`config.mk`:
```
export PLATFORM = sky130hd
export DESIGN_NAME = mrfm_serial_master
export DESIGN_NICKNAME = d
export VERILOG_FILES = /design/src/rtl/mrfm_serial_pkg.sv /design/src/rtl/mrfm_sync_edge.sv /design/src/rtl/mrfm_serial_master.sv
export SDC_FILE = /design/constraint.sdc
export NUM_CORES = 1
export LEC_CHECK = 0
export ABC_CLOCK_PERIOD_IN_PS = 4300
export CAP_MARGIN = 10
export CORE_AREA = 8 8 134 136
export DETAILED_ROUTE_END_ITERATION = 12
export DIE_AREA = 0 0 142 144
export REMOVE_ABC_BUFFERS = 1
export SLEW_MARGIN = 20
export SYNTH_ARGS = -nofsm -noshare
export SYNTH_HDL_FRONTEND = slang
export SYNTH_SLANG_ARGS = --single-unit
```
`constraint.sdc`:
```
create_clock -name clock -period 4.3 [get_ports clock]
set_clock_uncertainty 0.05 [all_clocks]
set_input_delay 0.43 -clock clock [delete_from_list [all_inputs] [get_ports clock]]
set_output_delay 0.43 -clock clock [all_outputs]
set_load 0.02 [all_outputs]
```
`src/rtl/mrfm_serial_pkg.sv`:
```
`default_nettype none
// ============================================================================
// Module : mrfm_serial_pkg
// Brief  : Frame geometry, counter constants and FSM encoding for the MRFM
//          host serial master.
// Rev    : 1.0
// ============================================================================
package mrfm_serial_pkg;

  localparam int FRAME_BITS = 40;
  localparam int CMD_BITS   = 8;
  localparam int RW_BIT     = FRAME_BITS - 1;
  localparam int CNT_W      = 6;

  localparam logic [CNT_W-1:0] CNT_ONE      = CNT_W'(1);
  localparam logic [CNT_W-1:0] CNT_FULL     = CNT_W'(FRAME_BITS);
  localparam logic [CNT_W-1:0] CNT_CMD      = CNT_W'(CMD_BITS);
  localparam logic [CNT_W-1:0] CNT_LAST_CMD = CNT_W'(CMD_BITS - 1);

  localparam logic [2:0] ST_IDLE   = 3'd0;
  localparam logic [2:0] ST_CMD    = 3'd1;
  localparam logic [2:0] ST_WDATA  = 3'd2;
  localparam logic [2:0] ST_RDATA  = 3'd3;
  localparam logic [2:0] ST_COMMIT = 3'd4;

endpackage
`default_nettype wire

```
`src/rtl/mrfm_sync_edge.sv`:
```
`default_nettype none
// ============================================================================
// Module : mrfm_sync_edge
// Brief  : N-stage synchronizer for an asynchronous level with single-clock
//          rise/fall pulses derived from the synchronized value.
// Rev    : 1.0
// ============================================================================
module mrfm_sync_edge #(
  parameter int STAGES = 2
) (
  input  logic clock,
  input  logic reset,
  input  logic d_i,
  output logic rise_o,
  output logic fall_o
);

  logic [STAGES-1:0] sync_q;
  logic              prev_q;

  always_ff @(posedge clock or negedge reset) begin
    if (!reset) begin
      sync_q <= '0;
      prev_q <= 1'b0;
    end else begin
      sync_q <= {sync_q[STAGES-2:0], d_i};
      prev_q <= sync_q[STAGES-1];
    end
  end

  assign rise_o =  sync_q[STAGES-1] & ~prev_q;
  assign fall_o = ~sync_q[STAGES-1] &  prev_q;

endmodule
`default_nettype wire

```
`src/rtl/mrfm_serial_master.sv`:
```
`default_nettype none
// ============================================================================
// Module : mrfm_serial_master
// Brief  : Host 3-wire serial front end driving the setting bus, with
//          readback serialization for read frames.
// Rev    : 1.0
// ============================================================================
module mrfm_serial_master
  import mrfm_serial_pkg::*;
#(
  parameter int ADDR_W      = 7,
  parameter int DATA_W      = 32,
  parameter int SYNC_STAGES = 2
) (
  input  logic              clock,
  input  logic              reset,
  input  logic              ser_enable,
  input  logic              ser_sclk,
  input  logic              ser_sdi,
  output logic              ser_sdo,
  output logic              ser_sdo_oe,
  output logic              serial_strobe,
  output logic [ADDR_W-1:0] serial_addr,
  output logic [DATA_W-1:0] serial_data,
  output logic [ADDR_W-1:0] readback_addr,
  input  logic [DATA_W-1:0] readback_data,
  output logic              frame_error
);

  localparam int SHIFT_W = ADDR_W + DATA_W;
  // Position of the R/W bit inside the shift register once the command byte is in
  localparam int RW_POS  = RW_BIT - (FRAME_BITS - CMD_BITS);

  if (SYNC_STAGES < 2 || SYNC_STAGES > 3) begin : g_bad_stages
    $error("mrfm_serial_master: SYNC_STAGES must be 2 or 3");
  end
  if (1 + SHIFT_W != FRAME_BITS) begin : g_bad_frame
    $error("mrfm_serial_master: 1 + ADDR_W + DATA_W must equal FRAME_BITS");
  end

  logic                   en_rise, en_fall, sclk_rise, sclk_fall;
  logic [SYNC_STAGES-1:0] sdi_sync_q;
  logic                   sdi_s;

  mrfm_sync_edge #(.STAGES(SYNC_STAGES)) u_sync_en (
    .clock  (clock),
    .reset  (reset),
    .d_i    (ser_enable),
    .rise_o (en_rise),
    .fall_o (en_fall)
  );

  mrfm_sync_edge #(.STAGES(SYNC_STAGES)) u_sync_sclk (
    .clock  (clock),
    .reset  (reset),
    .d_i    (ser_sclk),
    .rise_o (sclk_rise),
    .fall_o (sclk_fall)
  );

  always_ff @(posedge clock or negedge reset) begin
    if (!reset) sdi_sync_q <= '0;
    else        sdi_sync_q <= {sdi_sync_q[SYNC_STAGES-2:0], ser_sdi};
  end
  assign sdi_s = sdi_sync_q[SYNC_STAGES-1];

  logic [2:0]         state_q,   state_d;
  logic [CNT_W-1:0]   cnt_q,     cnt_d;
  logic [SHIFT_W-1:0] shift_q,   shift_d;
  logic [1:0]         rd_pipe_q, rd_pipe_d;
  logic [DATA_W-1:0]  sdo_sr_q,  sdo_sr_d;
  logic               oe_q,      oe_d;
  logic               strobe_q,  strobe_d;
  logic [ADDR_W-1:0]  addr_q,    addr_d;
  logic [DATA_W-1:0]  data_q,    data_d;
  logic [ADDR_W-1:0]  rb_addr_q, rb_addr_d;
  logic               ferr_q,    ferr_d;

  always_comb begin
    state_d   = state_q;
    cnt_d     = cnt_q;
    shift_d   = shift_q;
    rd_pipe_d = {rd_pipe_q[0], 1'b0};
    sdo_sr_d  = sdo_sr_q;
    oe_d      = oe_q;
    strobe_d  = 1'b0;
    addr_d    = addr_q;
    data_d    = data_q;
    rb_addr_d = rb_addr_q;
    ferr_d    = ferr_q;

    if (en_rise) begin
      // A rise outside IDLE means the previous frame never closed cleanly
      state_d   = ST_CMD;
      cnt_d     = '0;
      rd_pipe_d = '0;
      oe_d      = 1'b0;
      sdo_sr_d  = '0;
      if (state_q != ST_IDLE) ferr_d = 1'b1;
    end else if (en_fall) begin
      state_d   = ST_COMMIT;
      rd_pipe_d = '0;
      if (cnt_q == CNT_FULL && state_q == ST_WDATA) begin
        strobe_d = 1'b1;
        addr_d   = shift_q[SHIFT_W-1 -: ADDR_W];
        data_d   = shift_q[DATA_W-1:0];
        ferr_d   = 1'b0;
      end else if (cnt_q == CNT_FULL && state_q == ST_RDATA) begin
        ferr_d   = 1'b0;
      end else begin
        ferr_d   = 1'b1;
      end
    end else begin
      case (state_q)
        ST_CMD: begin
          if (sclk_rise) begin
            shift_d = {shift_q[SHIFT_W-2:0], sdi_s};
            cnt_d   = cnt_q + CNT_ONE;
            if (cnt_q == CNT_LAST_CMD) begin
              if (shift_d[RW_POS]) begin
                state_d      = ST_RDATA;
                rb_addr_d    = shift_d[ADDR_W-1:0];
                rd_pipe_d[0] = 1'b1;
              end else begin
                state_d      = ST_WDATA;
              end
            end
          end
        end
        ST_WDATA: begin
          if (sclk_rise && cnt_q != CNT_FULL) begin
            shift_d = {shift_q[SHIFT_W-2:0], sdi_s};
            cnt_d   = cnt_q + CNT_ONE;
          end
        end
        ST_RDATA: begin
          if (sclk_rise && cnt_q != CNT_FULL) cnt_d = cnt_q + CNT_ONE;
          // The fall that closes the command byte must not shift: bit 31 is
          // still waiting for the host's first data-phase rise.
          if (sclk_fall && cnt_q > CNT_CMD) sdo_sr_d = {sdo_sr_q[DATA_W-2:0], 1'b0};
          if (rd_pipe_q[1]) begin
            sdo_sr_d = readback_data;
            oe_d     = 1'b1;
          end
        end
        ST_COMMIT: begin
          state_d  = ST_IDLE;
          cnt_d    = '0;
          oe_d     = 1'b0;
          sdo_sr_d = '0;
        end
        default: state_d = ST_IDLE;
      endcase
    end
  end

  always_ff @(posedge clock or negedge reset) begin
    if (!reset) begin
      state_q   <= ST_IDLE;
      cnt_q     <= '0;
      shift_q   <= '0;
      rd_pipe_q <= '0;
      sdo_sr_q  <= '0;
      oe_q      <= 1'b0;
      strobe_q  <= 1'b0;
      addr_q    <= '0;
      data_q    <= '0;
      rb_addr_q <= '0;
      ferr_q    <= 1'b0;
    end else begin
      state_q   <= state_d;
      cnt_q     <= cnt_d;
      shift_q   <= shift_d;
      rd_pipe_q <= rd_pipe_d;
      sdo_sr_q  <= sdo_sr_d;
      oe_q      <= oe_d;
      strobe_q  <= strobe_d;
      addr_q    <= addr_d;
      data_q    <= data_d;
      rb_addr_q <= rb_addr_d;
      ferr_q    <= ferr_d;
    end
  end

  assign ser_sdo       = sdo_sr_q[DATA_W-1];
  assign ser_sdo_oe    = oe_q;
  assign serial_strobe = strobe_q;
  assign serial_addr   = addr_q;
  assign serial_data   = data_q;
  assign readback_addr = rb_addr_q;
  assign frame_error   = ferr_q;

endmodule
`default_nettype wire

```
## Yosys cells after proc, flatten, opt, wreduce, memory -nomap -nowiden

Cells that the tools add are included.

| storage, ports and cells | value |
|---|---|
| word-level logic and storage cells | 102 |
| register bits | 139 |
| output and inout bits | 50 |
| bits of input ports | 37 |

| operators by class | value |
|---|---|
| mux-type cells | 38 |
| eq/ne operators | 18 |
| order comparisons | 1 |
| bitwise gates (word level) | 10 |
| reduce and logical (&&, ||, !) cells | 18 |
| $add $sub $neg | 1 |

Operators by type and width:

| operator | number |
|---|---|
| two-way mux 32 bit | 4 |
| two-way mux 39 bit | 2 |
| case mux 39 bit (2 select lines) | 1 |
| case mux 32 bit (2 select lines) | 1 |
| two-way mux 6 bit | 4 |
| two-way mux 1 bit | 18 |
| case mux 6 bit (3 select lines) | 1 |
| two-way mux 3 bit | 4 |
| AND reduction 3 bit | 4 |
| inequality test 4 bit (second input constant) | 2 |
| adder 6 x 1 -> 6 bit (second input constant) | 1 |
| equality test 3 x 2 -> 1 bit (second input constant) | 2 |
| equality test 6 x 3 -> 1 bit (second input constant) | 1 |
| equality test 6 bit (second input constant) | 1 |
| greater-than comparator 6 x 4 -> 1 bit (second input constant) | 1 |
| inequality test 3 x 1 -> 1 bit (second input constant) | 2 |
| inequality test 3 bit (second input constant) | 2 |
| inequality test 6 bit (second input constant) | 1 |
| inverter 1 bit | 6 |
| case mux 3 bit (2 select lines) | 1 |
| AND reduction 6 bit | 1 |
| nonzero test 3 bit | 2 |
| AND reduction 5 bit | 1 |
| bitwise AND 1 bit | 4 |
| 13 further kinds | 19 |

## Logic depth before layout (Yosys ltp)

Gate-level depths: netlist of the first run.

| depth | value |
|---|---|
| depth in word-level cells | 8 |
| depth in mapped cells | 10 |
| mapped depth without buffers | 7 |

## Modules after synthesis

Synthesis of the first run repeated with hierarchy kept, for this count alone.

| second synthesis, totals | value |
|---|---|
| cells, all modules | 432 |
| area, all modules | 6120.9 µm² |

By module, submodules not included:

| module | cells each | instances | sequential area each (µm²) | area an instance (µm²) |
|---|---|---|---|---|
| mrfm_serial_master | 422 | 1 | 3328.2 | 5940.7 |
| mrfm_sync_edge | 5 | 2 | 75.1 | 90.1 |

## Worst setup path before layout of the first run

No wires, ideal clock.

| timing path | value |
|---|---|
| path type | register -> register |
| start | reg u_sync_en.prev_q |
| end | reg sdo_sr_q[31] |
| slack | 2078 ps |
| setup time | 128 ps |
| path buffers | 2 |
| data arrival time | 2045 ps |
| stages on the path, launching flop included | 10 |
| clock period less this slack | 2222 ps |
| data required time | 4122 ps |
| cells stage by stage | dfrtp_1 -> inv_1 -> ha_1 -> buf_2 -> nor3b_1 -> nand3b_1 -> a31oi_1 -> or2_1 -> buf_6 -> mux2_1 |

| between the ends | value |
|---|---|
| word-level cells in the longest chain between the ends | 4 |
| elaborated cells between the ends (all ways) | 8 |
| classes of those cells | eq/ne (2); mux (1); bitwise (3); reduce/logical (2) |

RTL lines:

| what | line | RTL |
|---|---|---|
| from (decl) | mrfm_sync_edge.sv:19 | `logic prev_q;` |
| from (signal assigned) | mrfm_sync_edge.sv:27 | `prev_q <= sync_q[STAGES-1];` |
| inverter 1 bit | mrfm_sync_edge.sv:31 | `assign rise_o = sync_q[STAGES-1] & ~prev_q;` |
| bitwise AND 1 bit | mrfm_sync_edge.sv:31 |  |
| inequality test 4 x 3 -> 1 bit (no line) (tied with other cells) | n/a |  |
| AND reduction 3 bit (no line) | n/a |  |
| to (signal assigned) | mrfm_serial_master.sv:175 | `sdo_sr_q <= sdo_sr_d;` |
| to (decl) | mrfm_serial_master.sv:71 | `logic [DATA_W-1:0] sdo_sr_q, sdo_sr_d;` |

Several ways; a longest one is shown, not always the timed one.
A chain may end at the register's enable or synchronous reset.

## Final worst setup path of the first run

| timing path | value |
|---|---|
| start | reg u_sync_en.prev_q |
| end | reg sdo_sr_q[8] |

The elaborated chain is that of the path after synthesis.

==> flow_summary.yaml, run 1 <==
clocking:
  cts_resized: 0
  cts_setup_buffers: 0
  htree_num_levels: 4
  clk_latency_ps: 410
  cts_buffer_depth: 2
  cts_tree: "done"
  clkTransAtPathRegs_ps: 60
  cts_root_buffer: "clkbuf_16"
  cts_sinks: 139
  numCtsBuffers: 17
  hold_buffers: 0
floorplanning:
  dieArea_um2: 20400
  coreArea_um2: 16100
  die_h_um: 144
  chipWidth_um: 142
  num_rows: 47
  num_io_pins: 87
  initial_utilization_pct: 37.7
placement:
  gp_congestion: 0.798
  portBuffers: 86
  dp_cells: 713
  dp_hpwl_um: 7790
logic_synthesis:
  syn_area_um2: 6050
  ys_warn_count: 0
  ys_seq_area_share_pct: 57.5
  syn-instance-count: 435
  ys_ff_latch: 139
  synth.distinct_cells: 42
  ys.flop_type: "dfrtp_1"
  avgSynthCellArea_um2: 13.9
  postSynth.asyncResetShare_pct: 100
  synth_edf_count: 0
global_routing:
  overflow: 0
  grt_max_degree: 111
  grt_use_total_pct: 13.1
  grt_pass1_vias: 3990
  antenna_found_initial: 0
  grt_pass1_wl_um: 21000
timing:
  clock.fmax_ghz: 0.333
  worst_slew_pin_slew_ps: 1010
  hold_viol: 0
  final.min_clock_period_ps: 3000
  setup_tns_ps: 0
  slew-limit-headroom_pct: 32.6
  timing.final.crit_share_pct: 69.8
  setup_viol: 0
  grt_setup_unrepaired: "false"
  final_max_slew_viol_count: 0
critical_path:
  crit_path_start: "u_sync_en.prev_q"
  slowest_stage: "nor3b_1"
  cpMostUsedCell: "buf_4"
  timing.rr.start: "u_sync_en.prev_q"
  critPathArrivalTime_ps: 3210
  critPathKind: "flip-flop to flip-flop"
  cp-end-kind: "flip-flop"
  critical-path-max-stage-delay_ps: 550
  path_max_fanout: 32
  path_cells: "inv_1 -> ha_1 -> nor3b_1 -> nand3b_1 -> a31oi_2 -> buf_4 -> or2_1 -> buf_4 -> o31ai_2"
  required_ps: 4510
  crit_path_start_kind: "flip-flop"
route:
  drcViolationCount: 0
  final_antenna_net_count: 0
  firstDrtPassIters: 4
  viasPerCell: 5.02
  routed_wl_um: 12300
  drt_iter0_drc: 235
  vias: 3732
  wl_per_cell_um: 16.6
final_layout:
  diodes: 0
  nets: 553
  multi_input_area_um2: 2330
  area_delta_synth_final_pct: 25.1
  drive_above_1_share_pct: 28.2
  final_common_cell: "dfrtp_1"
  seqCellArea_um2: 3480
  final_cell_mix: "139 x dfrtp_1, 85 x clkdlybuf4s50_1, 75 x mux2_2, 33 x o21ai_0, 31 x mux2i_1"
  fillerInstances: 1433
  layout.cells.non_filler: 744
power_and_ir_drop:
  powerDensity_nw_per_um2: 401
  ir_worst_vdd_mv: 0.208
  p_leak_nw: 3.35
hold_path:
  hp-class: "input pin to async pin"
run:
  max_cap_violations: 0
status:
  status: "complete, no violations"
-- cell usage after synthesis, drive strengths merged (2+ instances only) --
| library cell | number | area share [%] |
|---|---|---|
| mux2 | 88 | 16 |
| o31ai | 34 | 6.7 |
| a31oi | 5 | 0.52 |
| mux2i | 31 | 5.1 |
| dfrtp | 139 | 57 |
| buf | 17 | 2.6 |
| nand2 | 7 | 0.43 |
| nor2 | 7 | 0.43 |
| nor4b | 2 | 0.29 |
| and4 | 3 | 0.43 |
| ha | 4 | 0.83 |
| clkbuf | 17 | 1.1 |
| a211o | 2 | 0.29 |
| nor3 | 3 | 0.33 |
| nand3 | 4 | 0.33 |
| o21ai | 37 | 3.1 |
| nor2b | 5 | 0.64 |
| and2 | 2 | 0.21 |
| a21oi | 4 | 0.33 |
| or2 | 2 | 0.21 |
| nand2b | 2 | 0.21 |
| inv | 8 | 0.50 |
-- path summary, 6_finish.rpt --
kind,endpoint,slack [ps],cells past startpoint
min in group clock,u_sync_sclk.sync_q[1],300,0
worst min-delay path,sdo_sr_q[30],40,1
max in group asynchronous,sdo_sr_q[16],3220,2
worst max register to register,sdo_sr_q[8],1300,9
worst min register to register,u_sync_sclk.sync_q[1],300,0
worst max-delay path,sdo_sr_q[8],1300,9
-- area by class of cell --
type | count | share of cell area, %
well taps | 220 | 3.64
multi-input cells | 254 | 30.8
inverters | 8 | 0.397
flip-flops and latches | 139 | 45.9
repair buffers | 92 | 12.0
clock inverters | 11 | 1.29
clock buffers | 20 | 5.90
-- worst max-delay path: cells and delay by family, from the launching register on --
family	cells	cell delay [ps]
adders and majority gates	1	310
DFF	1	350
buffers and inverters	3	810
AOI/OAI and AO/OA	2	290
and+or+nand+nor	3	1040
-- cell families after synthesis --
family / after synthesis / share of synthesized area (%)
buffers and inverters: 42 / 4.11
adder cells (fa/ha/maj): 4 / 0.827
AO/OA/AOI/OAI: 90 / 12.1
AND/OR/NAND/NOR: 41 / 3.97
flip-flops: 139 / 57.5
multiplexers: 119 / 21.5
-- routing by layer --
layer	global-route usage (%)	vias to the layer above	share of wire [%]
li1	-	1743	-
met3	5.12	26	7.1
met5	0	-	0
met4	6.11	0	2.0
met1	17.3	1846	48
met2	18.4	117	43
-- state kept, by name, summed over array words and instances (netlist names), 2 cells and up --
| register | count |
|---|---|
| shift_q | 39 |
| sdi_sync_q | 2 |
| cnt_q | 6 |
| state_q | 3 |
| rd_pipe_q | 2 |
| u_sync_en.sync_q | 2 |
| readback_addr | 7 |
| serial_data | 32 |
| sdo_sr_q | 32 |
| serial_addr | 7 |
| u_sync_sclk.sync_q | 2 |
-- report_power, final --
part           leakage (nW)  total (mW)  switching, mW  internal (mW)
logic                  1.17       0.289          0.173          0.116
clock network         0.270        1.34          0.534          0.805
registers              1.91        1.41         0.0486           1.36
-- through the flow --
stage	hold slack [ps]	worst slack, ps	instance area [um2]	utilization (%)	power (mW)
global route	135	1030	7570	47.2	3.17
detailed placement	285	1340	7020	43.8	1.72
finish	37.2	1300	7570	47.2	3.04
floorplan	84.4	419	5830	-	1.59
CTS	131	1320	7570	47.1	3.08
global placement	283	1460	7020	43.8	1.71
Power figures use the tool's default switching activity.
==> inputs of run 2 (changes only) <==
Settings changed: ABC_CLOCK_PERIOD_IN_PS 4300 to 2750.
Clock period 4.3 ns to 2.75 ns, I/O delays scaled along.
==> flow_summary.yaml, run 2 (synthesized netlist as in run 1, its figures left out) <==
global_routing:
  overflow: 0
  antenna_found_initial: 0
  grt_pass1_wl_um: 20400
  use_met3_pct: 5.15
  grt_pass1_vias: 3938
  grt_max_degree: 85
  grt_use_total_pct: 12.7
  grtUsageMet2_pct: 18.4
  use_met1_pct: 16.4
  grt-busiest-layer: "met2"
floorplanning:
  die_h_um: 144
  dieArea_um2: 20400
  num_io_pins: 87
  chipWidth_um: 142
  coreArea_um2: 16100
  num_rows: 47
  initial_utilization_pct: 37.7
final_layout:
  final_cell_mix: "139 x dfrtp_1, 85 x clkdlybuf4s50_1, 75 x mux2_2, 33 x o21ai_0, 31 x mux2i_1"
  post-route-util_pct: 47.8
  post-route-cell-area_um2: 7680
  diodes: 0
  nets: 557
  largest_reg_flops: 39
  area_delta_synth_final_pct: 26.9
  regMostFlops: "shift_q"
  drive_above_1_share_pct: 28.8
  final_common_cell: "dfrtp_1"
critical_path:
  timing.rr.start: "u_sync_en.prev_q"
  critical-path-max-stage-delay_ps: 510
  crit_path_start_kind: "flip-flop"
  cp-end-kind: "flip-flop"
  crit_buf_inv: 2
  critPathTopFamily: "simple AND/OR/NAND/NOR gates"
  reg2reg_slack_ps: 460
  critPathArrivalTime_ps: 2520
  required_ps: 2980
  path_cells: "inv_1 -> ha_1 -> nor3b_1 -> nand3b_1 -> a31oi_2 -> or2_1 -> buf_12 -> o31ai_2"
  rr_worst_depth: 8
  critPathKind: "flip-flop to flip-flop"
  path_max_fanout: 30
  slowest_stage: "nor3b_1"
  reg2reg_to: "sdo_sr_q[10]"
power_and_ir_drop:
  combPwrFrac_pct: 9.5
  internal_power_mw: 3.65
  p_switching_mw: 1.21
  power_frac_seq_pct: 45.2
  ir_worst_vdd_mv: 0.357
  switching_share_pct: 24.9
  p_leak_nw: 3.39
  clkPwrFrac_pct: 45.3
  powerDensity_nw_per_um2: 634
route:
  wl_per_cell_um: 16.3
  drcViolationCount: 0
  vias: 3693
  viasPerCell: 4.94
  firstDrtPassIters: 4
  routed_wl_um: 12200
  final_antenna_net_count: 0
  drt_iter0_drc: 175
placement:
  gp_congestion: 0.796
  portBuffers: 86
  dp_hpwl_um: 7900
  dpl_cell_area_um2: 7100
clocking:
  cts_root_buffer: "clkbuf_16"
  clk_latency_ps: 410
  clkTransAtPathRegs_ps: 60
  htree_num_levels: 4
  cts_sinks: 139
  cts_resized: 0
  numCtsBuffers: 17
  cts_buffer_depth: 2
  cts_tree: "done"
hold_path:
  hold_end: "sdi_sync_q[0]"
  hold_depth: 1
  min_from: "ser_sdi"
  hp-class: "input pin to flip-flop"
timing:
  slew-limit-headroom_pct: 49.0
  clock.fmax_ghz: 0.437
  setup_viol: 0
  final.min_clock_period_ps: 2290
  timing.final.crit_share_pct: 83.3
  hold_viol: 0
  grt_setup_unrepaired: "false"
  final_max_slew_viol_count: 0
  worst_slew_pin_slew_ps: 764
status:
  status: "complete, no violations"
run:
  max_cap_violations: 0
[run 2: cell count changes in the layout (fill, tap and decap cells not counted)]
cell	change
dlygate4sd3_1	+1
clkinv_2	-3
buf_6	+1
clkbuf_8	-2
buf_12	+4
clkbuf_1	-1
inv_6	+2
clkinvlp_4	+2
buf_4	-1
bufinv_16	+1
[run 2: worst reg2reg max path: cells and delay by family, from the launching register on]
family / cells / cell delay (ps)
fa+ha+maj: 1 / 300
simple gates: 3 / 870
compound gates: 2 / 290
buf+inv: 2 / 290
flops: 1 / 350
[run 2: per-stage QoR]
step,instances,worst slack [ps],setup TNS (ps),total power [mW],hold slack [ps]
after floorplan,401,-1130,-28040,2.48,-70.6
after global placement,716,559,0,2.69,282
after detailed placement,716,473,0,2.70,286
after CTS,748,454,0,4.94,227
after global routing,748,300,0,5.08,252
final,748,460,0,4.87,251
[run 2: layer usage]
metal  wire length [um]  up-vias
met5                  0        -
met4                170        0
met3                870       14
met2               5190       97
met1               5930     1832
li1                   -     1750
[run 2: how the worst max path moves through the flow]
stage	from	end	slack (ps)	cells after the start
2_1_floorplan	rd_pipe_q[1]	sdo_sr_q[31]	-1130	4
3_3_place_gp	u_sync_en.prev_q	sdo_sr_q[18]	560	8
3_5_place_dp	u_sync_en.prev_q	sdo_sr_q[23]	470	8
4_1_cts	u_sync_en.prev_q	sdo_sr_q[23]	450	8
5_1_grt	u_sync_en.prev_q	sdo_sr_q[23]	300	8
6_report	u_sync_en.prev_q	sdo_sr_q[10]	460	8
[run 2: cell type report]
| class | instances | area, um2 |
|---|---|---|
| repair buffers | 96 | 990 |
| well taps | 220 | 275 |
| inverters | 8 | 30.0 |
| clock inverters | 13 | 145 |
| fillers | 1440 | 8370 |
| flip-flops and latches | 139 | 3480 |
| multi-input cells | 254 | 2330 |
| clock buffers | 18 | 429 |
[run 2: what timing repair did]
item / CTS / global route
buffers inserted: 0 / 0
hold buffers: 1 / 0
hold endpoints to repair: 82 / 0
[run 2: power by group through the flow]
stage,clock (mW),sequential (mW),combinational [mW]
3_5_place_dp,0,2.24,0.466
2_1_floorplan,0,2.22,0.260
3_3_place_gp,0,2.23,0.459
4_1_cts,2.27,2.20,0.469
6_report,2.20,2.20,0.463
5_1_grt,2.36,2.21,0.510
